<file path="src/rtl/mem_stage.sv">
// mem_stage: MEM pipeline stage of the RISC-V core.
// Issues loads/stores on a req/gnt + rvalid data bus, formats load data,
// selects the writeback value and drives the registered MEM/WB interface.
// Optional response timeout: define MEM_TIMEOUT_EN to enable the WAIT_RSP
// cycle counter (limit set by TIMEOUT_CYCLES).
module mem_stage #(
    parameter int TIMEOUT_CYCLES = 64
) (
    input  logic        clk,
    input  logic        rst_n,
    input  logic        in_valid,
    input  logic        rf_we,
    input  logic [1:0]  rf_wsel,
    input  logic        ram_we,
    input  logic [2:0]  mem_funct3,
    input  logic [31:0] rf_rdata2,
    input  logic [4:0]  rf_waddr,
    input  logic [31:0] rf_wdata,
    input  logic [31:0] alu_c,
    output logic        mem_stall,
    output logic        dbus_req,
    output logic        dbus_we,
    output logic [31:0] dbus_addr,
    output logic [31:0] dbus_wdata,
    output logic [3:0]  dbus_wstrb,
    input  logic        dbus_gnt,
    input  logic        dbus_rvalid,
    input  logic [31:0] dbus_rdata,
    output logic        wb_valid,
    output logic        wb_we,
    output logic [4:0]  wb_waddr,
    output logic [31:0] wb_wdata,
    output logic        mem_fault
);

    typedef enum logic {
        S_IDLE     = 1'b0,
        S_WAIT_RSP = 1'b1
    } state_t;

    state_t      r_state;
    logic        r_wb_valid;
    logic        r_wb_we;
    logic [4:0]  r_wb_waddr;
    logic [31:0] r_wb_wdata;
    logic        r_mem_fault;

    logic        w_load;
    logic        w_store;
    logic        w_mem_op;
    logic        w_misalign;
    logic        w_issue;
    logic        w_wait;
    logic        w_timeout;
    logic        w_fault;
    logic [7:0]  w_byte;
    logic [15:0] w_half;
    logic [31:0] w_load_data;
    logic [31:0] w_wb_data;

    assign w_load   = in_valid & rf_we & (rf_wsel == 2'b01);
    assign w_store  = in_valid & ram_we;
    assign w_mem_op = w_load | w_store;

    // Halfwords must be 2-byte aligned, words 4-byte aligned; bytes never fault.
    assign w_misalign = w_mem_op &
                        (((mem_funct3[1:0] == 2'b01) & alu_c[0]) |
                         ((mem_funct3[1:0] == 2'b10) & (alu_c[1:0] != 2'b00)));

    assign w_issue = (r_state == S_IDLE) & w_mem_op & ~w_misalign;
    assign w_wait  = (r_state == S_WAIT_RSP);

`ifdef MEM_TIMEOUT_EN
    localparam int CNT_W = $clog2(TIMEOUT_CYCLES + 1);
    logic [CNT_W-1:0] r_cnt;

    assign w_timeout = w_wait & ~dbus_rvalid & (r_cnt == CNT_W'(TIMEOUT_CYCLES));

    // Count cycles spent waiting for a response; zero whenever idle so each access starts fresh.
    always_ff @(posedge clk or negedge rst_n) begin
        if (!rst_n) begin
            r_cnt <= '0;
        end else if (!w_wait) begin
            r_cnt <= '0;
        end else begin
            r_cnt <= r_cnt + 1'b1;
        end
    end
`else
    // No timeout in this build: WAIT_RSP waits for rvalid indefinitely.
    assign w_timeout = 1'b0 & (TIMEOUT_CYCLES == 0);
`endif

    assign w_fault   = w_misalign | w_timeout;
    assign mem_stall = w_issue | (w_wait & ~dbus_rvalid & ~w_timeout);

    // Request is masked by reset so it drops the moment reset asserts.
    assign dbus_req  = w_issue & rst_n;
    assign dbus_we   = w_store;
    assign dbus_addr = {alu_c[31:2], 2'b00};

    // Store lane steering: strobes select the addressed bytes, data replicated across lanes.
    // NOTE: every output of a combinational block gets a default first, so no path leaves a latch.
    always_comb begin
        dbus_wstrb = 4'b0000;
        dbus_wdata = rf_rdata2;
        case (mem_funct3[1:0])
            2'b00: begin
                dbus_wstrb = 4'b0001 << alu_c[1:0];
                dbus_wdata = {4{rf_rdata2[7:0]}};
            end
            2'b01: begin
                dbus_wstrb = alu_c[1] ? 4'b1100 : 4'b0011;
                dbus_wdata = {2{rf_rdata2[15:0]}};
            end
            default: begin
                dbus_wstrb = 4'b1111;
                dbus_wdata = rf_rdata2;
            end
        endcase
        if (!w_store) begin
            dbus_wstrb = 4'b0000;
        end
    end

    // Load formatting: pick the addressed byte/half and extend per funct3.
    always_comb begin
        w_byte = dbus_rdata[7:0];
        case (alu_c[1:0])
            2'b00: w_byte = dbus_rdata[7:0];
            2'b01: w_byte = dbus_rdata[15:8];
            2'b10: w_byte = dbus_rdata[23:16];
            2'b11: w_byte = dbus_rdata[31:24];
            default: w_byte = dbus_rdata[7:0];
        endcase
        w_half      = alu_c[1] ? dbus_rdata[31:16] : dbus_rdata[15:0];
        w_load_data = dbus_rdata;
        case (mem_funct3)
            3'b000:  w_load_data = {{24{w_byte[7]}}, w_byte};
            3'b100:  w_load_data = {24'd0, w_byte};
            3'b001:  w_load_data = {{16{w_half[15]}}, w_half};
            3'b101:  w_load_data = {16'd0, w_half};
            default: w_load_data = dbus_rdata;
        endcase
    end

    // Writeback source select.
    always_comb begin
        w_wb_data = 32'd0;
        case (rf_wsel)
            2'b00:   w_wb_data = alu_c;
            2'b01:   w_wb_data = w_load_data;
            2'b10:   w_wb_data = rf_wdata;
            default: w_wb_data = 32'd0;
        endcase
    end

    // Bus FSM: hold the request until granted, then wait for the response (or timeout).
    // NOTE: sequential state uses non-blocking assignments so all flops update together.
    always_ff @(posedge clk or negedge rst_n) begin
        if (!rst_n) begin
            r_state <= S_IDLE;
        end else begin
            case (r_state)
                S_IDLE:     if (w_issue && dbus_gnt) r_state <= S_WAIT_RSP;
                S_WAIT_RSP: if (dbus_rvalid || w_timeout) r_state <= S_IDLE;
                default:    r_state <= S_IDLE;
            endcase
        end
    end

    // MEM/WB register: capture when the stage advances, insert a bubble while stalled.
    always_ff @(posedge clk or negedge rst_n) begin
        if (!rst_n) begin
            r_wb_valid  <= 1'b0;
            r_wb_we     <= 1'b0;
            r_wb_waddr  <= 5'd0;
            r_wb_wdata  <= 32'd0;
            r_mem_fault <= 1'b0;
        end else if (!mem_stall) begin
            r_wb_valid  <= in_valid;
            r_wb_we     <= rf_we & in_valid & (rf_waddr != 5'd0) & ~w_fault;
            r_wb_waddr  <= rf_waddr;
            r_wb_wdata  <= w_wb_data;
            r_mem_fault <= w_fault;
        end else begin
            r_wb_valid  <= 1'b0;
            r_wb_we     <= 1'b0;
            r_mem_fault <= 1'b0;
        end
    end

    assign wb_valid  = r_wb_valid;
    assign wb_we     = r_wb_we;
    assign wb_waddr  = r_wb_waddr;
    assign wb_wdata  = r_wb_wdata;
    assign mem_fault = r_mem_fault;

endmodule

</file>
<file path="config.mk">
export PLATFORM = sky130hd
export DESIGN_NAME = mem_stage
export DESIGN_NICKNAME = d
export VERILOG_FILES = /design/src/rtl/mem_stage.sv
export SDC_FILE = /design/constraint.sdc
export NUM_CORES = 1
export LEC_CHECK = 0
export CAP_MARGIN = 15
export CORE_UTILIZATION = 33
export DETAILED_ROUTE_END_ITERATION = 10
export PLACE_DENSITY_LB_ADDON = 0.08
export SYNTH_ARGS = -nofsm -noshare
export SYNTH_HDL_FRONTEND = slang
export SYNTH_SLANG_ARGS = --single-unit
</file>
<file path="constraint.sdc">
create_clock -name clk -period 3.1 [get_ports clk]
set_clock_uncertainty 0.2 [all_clocks]
set_input_delay 0.93 -clock clk [delete_from_list [all_inputs] [get_ports clk]]
set_output_delay 0.93 -clock clk [all_outputs]
set_load 0.02 [all_outputs]
</file>
==> impl_summary.md <==
Run status
The run finished with clean final reports.

Worst setup path
The most critical setup path has its endpoint at mem_stall. The top cell family by delay on the critical path is buffers and inverters. The setup slack of the worst register-to-register path is 1100 ps. The number of cells on the worst reg-to-reg path is 5.

The startpoint class of the critical path is an input pin. The worst setup path is captured at a primary output. The slowest stage of the critical path is the sky130_fd_sc_hd__o221a_4 cell. The critical path class is in2out. The count of buffering cells on the critical path with inverters included is 4.

The signal on the critical path passes through buf_2 > buf_6 > nand2b_4 > o221a_4 > a21oi_4 > inv_2 > buf_4. Tracing the worst setup path back leads to its startpoint at mem_funct3[0]. The maximum fanout along the worst path is 5.

In this run the number of cells on the critical path is 7. The worst flop-to-flop path startpoint is r_state. The endpoint of the lowest-slack register-to-register path is wb_wdata[11].

The data arrival time at the worst-slack endpoint is 1960 ps. The worst path required time is 1970 ps. The delay of the slowest critical-path stage is 240 ps.

Clocking
The H-tree was split into 2 levels. The number of sinks driven by the clock tree is 41. TritonCTS built the clock tree. In this run the clock root is driven by a sky130_fd_sc_hd__clkbuf_16. Hold repair after CTS inserted 0 buffers. The clock passes through at most 2 buffers. At the later pin of the worst-skew pair, clock insertion delay measures 290 ps.

The TritonCTS buffer count is 5. The clock-pin slew reported for the worst setup and hold paths after clock tree synthesis is 60 ps.

Detailed routing
The remaining antenna violation count is 0. For this run, design rule violations remaining after detail routing come to 0. Dividing the detail-routed wire length by the instance count gives 18.10 um. The total routed wirelength is 14720 um. Dividing the detail-routed via count by the number of cells gives 5.271. The first TritonRoute pass finished after 4 iterations. The number of DRC markers after the initial detailed-route iteration is 180. The total number of vias is 4285.

Layout
Of the cells placed in the final design, the portion with a size suffix greater than 1 is 25.00%. The footprint of the multi-input gates is 0.002280 mm^2. The filler cell count in the final layout is 1005. The most common library cell in the layout ignoring fill and taps is sky130_fd_sc_hd__clkdlybuf4s50_1.

The finished cells cover 0.006648 mm^2. Leaving out fill and tap cells, the most frequent cells in the layout are sky130_fd_sc_hd__clkdlybuf4s50_1, sky130_fd_sc_hd__buf_4, sky130_fd_sc_hd__dlygate4sd2_1. At the end of the flow, the number of nets in the layout was 816.

Relative to the synthesized area, the layout overhead comes to 75.81%. Summing all flip-flop and latch instances after layout gives 0.001026 mm^2.

Die
The starting density of the core is 34.43%. The height of the chip is 109.0 um. The number of cell rows is 38.

The standard cell core area is 0.01098 mm^2. In this run the count of I/O pins placed on the die edge is 256. The die covers 0.01189 mm^2.

In this run the horizontal extent of the chip is 109.0 um.

Logic synthesis
Summed over all instances, the cell type with the most area after synthesis is sky130_fd_sc_hd__dfrtp_1. The count of yosys warnings during synthesis is 0. The synthesized netlist contains 54 unique library cells. The sequential area share after synthesis is 27.13%.

The count of mapped cells out of synthesis is 424. The mapped netlist covers 0.003781 mm^2. The post-synthesis register bit count is 41. For this run, the leading register cell type out of synthesis is sky130_fd_sc_hd__dfrtp_1. The number of enable flip-flop cells after synthesis is 0. The area share of the largest cell type after synthesis is 27.13%. Averaged over all synthesized cells, the footprint is 8.918 um^2. In the synthesized netlist the async set-or-reset flop fraction comes to 100.0%. In the post-synthesis netlist, the biggest area contributors are sky130_fd_sc_hd__dfrtp_1, sky130_fd_sc_hd__mux2i_1, sky130_fd_sc_hd__buf_4.

Pwr
The part of the total power dissipated in sequential elements is 28.7%. For this design the ratio of total power to cell area is 338.8 mW/mm^2. The internal portion of the total power is 0.001464 W. In this run the static leakage power is 2.879 nW. Net switching is 35.01% of the power. Summed over all nets, the switching power comes to 0.0007887 W.

Combinational logic is responsible for 47.6% of the overall power. The peak ir drop on the vdd network is 0.2093 mV. The part of the power in the clock network is 23.7%.

Hold path
The path class of the lowest-slack min-delay path is reg2reg.

Global route
The total congestion overflow after global routing is 0. The number of antenna violations at the first check in global routing is 1. The wire length of the first global-routing pass is 22150 um. The pin count of the biggest net entering global routing is 42. The global router's overall resource usage is 24.26%. The number of global-route vias before repair was 4309.

STA
For the pin with the worst max-slew slack, the measured transition is 613.6 ps. The count of endpoints failing hold in the final timing report came to 0. Setup violations remaining at the end of the flow were counted as 0. Setup repair after global routing could not meet its margin everywhere.

The peak clock frequency supported by timing is 0.3241 GHz. The clock period could shrink to 3086 ps. Measured against its own limit, the worst slew margin works out to 58.85%. The worst path uses 99.54% of the clock period. The count of pins over their slew limit is 0.

The least setup slack across all paths after layout is 14.13 ps.

Flow run
The tool flagged a number of max-cap violations equal to 0.

Placed design
Before CTS, the worst setup slack after placement is -755.8 ps. The number of port buffers is 253. The total half-perimeter wirelength after legalization and detailed placement is 11540 um. The congestion estimate from routability-driven global placement came to 0.8846.

After detailed placement, the total cell area comes to 0.006497 mm^2.
==> cell type report <==
class | instances | area share (%)
inverters | 25 | 1.412
repair buffers | 318 | 43.99
diodes | 1 | 0.03764
clock inverters | 3 | 0.3200
well taps | 140 | 2.635
flip-flops and latches | 41 | 15.43
clock buffers | 5 | 1.882
multi-input cells | 280 | 34.29
==> through the flow <==
| stage | total power (W) | utilization, % | hold slack [ps] | cells | setup TNS, ps |
|---|---|---|---|---|---|
| 2_1_floorplan | 0.001180 | - | 397.1 | 425 | 0 |
| 3_3_place_gp | 0.001733 | 59.16 | 273.0 | 797 | -26370 |
| 3_5_place_dp | 0.001747 | 59.16 | 283.2 | 797 | -27600 |
| 4_1_cts | 0.002269 | 60.73 | 297.9 | 811 | -1.186 |
| 5_1_grt | 0.002365 | 60.53 | 303.5 | 813 | -26.12 |
| 6_report | 0.002252 | 60.53 | 292.0 | 813 | 0 |
==> state kept, by name (all words and copies together), names as in the netlist <==
signal and count:
r_state 1, wb_we 1, wb_waddr 5, wb_valid 1, wb_wdata 32, mem_fault 1
==> power by group through the flow <==
stage	sequential [W]	combinational (W)	clock, W
floorplan	0.000744	0.000436	0
global placement	0.000654	0.00108	0
detailed placement	0.000657	0.00109	0
CTS	0.000647	0.00108	0.000546
global route	0.000656	0.00114	0.000565
finish	0.000647	0.00107	0.000534
==> worst reg2reg max path, cell delays in order (launching register included) <==
cell,delay (ps)
sky130_fd_sc_hd__dfrtp_1,380
sky130_fd_sc_hd__nor2b_1,170
sky130_fd_sc_hd__buf_4,210
sky130_fd_sc_hd__a21oi_1,170
sky130_fd_sc_hd__a21boi_2,540
sky130_fd_sc_hd__a32o_1,260
==> metal layers <==
metal	up-vias	global-route usage, %	part of all wire (%)
li1	2047	-	-
met1	2036	29.15	41
met2	186	42.27	48
met3	16	6.575	8.9
met4	0	6.467	1.8
met5	-	0	0
==> worst min-delay path by stage <==
| stage | endpoint | start | cells after the start |
|---|---|---|---|
| final | wb_waddr[1] | wb_waddr[1] | 1 |
| after floorplan | wb_wdata[15] | wb_wdata[15] | 1 |
| after global routing | wb_wdata[8] | wb_wdata[8] | 1 |
| after detailed placement | wb_wdata[10] | wb_wdata[10] | 1 |
| after CTS | wb_waddr[0] | wb_waddr[0] | 1 |
| after global placement | wb_wdata[2] | wb_wdata[2] | 1 |
==> Yosys cell counts, types with 2 or more instances <==
cell type,n
sky130_fd_sc_hd__o32ai_1,5
sky130_fd_sc_hd__o22ai_1,2
sky130_fd_sc_hd__nor2_1,14
sky130_fd_sc_hd__clkbuf_1,19
sky130_fd_sc_hd__a32o_1,10
sky130_fd_sc_hd__o221ai_1,17
sky130_fd_sc_hd__buf_2,14
sky130_fd_sc_hd__and2_1,2
sky130_fd_sc_hd__o2bb2ai_1,3
sky130_fd_sc_hd__nor3_1,18
sky130_fd_sc_hd__nand3b_1,4
sky130_fd_sc_hd__a211oi_1,9
sky130_fd_sc_hd__a21oi_1,5
sky130_fd_sc_hd__buf_6,3
sky130_fd_sc_hd__inv_1,24
sky130_fd_sc_hd__dfrtp_1,41
sky130_fd_sc_hd__a31oi_1,3
sky130_fd_sc_hd__nand2_1,25
sky130_fd_sc_hd__mux2_2,25
sky130_fd_sc_hd__buf_1,3
sky130_fd_sc_hd__nor2b_1,6
sky130_fd_sc_hd__a221o_1,7
sky130_fd_sc_hd__mux2_1,5
sky130_fd_sc_hd__a22o_1,9
sky130_fd_sc_hd__buf_4,40
sky130_fd_sc_hd__nand2b_1,7
sky130_fd_sc_hd__o21ai_0,32
sky130_fd_sc_hd__a211oi_2,9
sky130_fd_sc_hd__o311ai_0,2
sky130_fd_sc_hd__mux2i_1,37
==> repair_timing <==
action | in CTS | in global routing
buffers inserted | 5 | 1
hold endpoints to repair | 0 | 0
resized for setup | 170 | 26
gates cloned | 1 | 0
pin swaps | 7 | 2
endpoints found under the setup margin | 75 | 34
==> cell families after synthesis <==
kind of cell / share of synthesized area, %
buf+inv: 15.35
other cells: 0.09918
compound gates: 26.08
flops: 27.13
simple gates: 12.01
mux: 19.32
(Power assumes the default switching activity.)
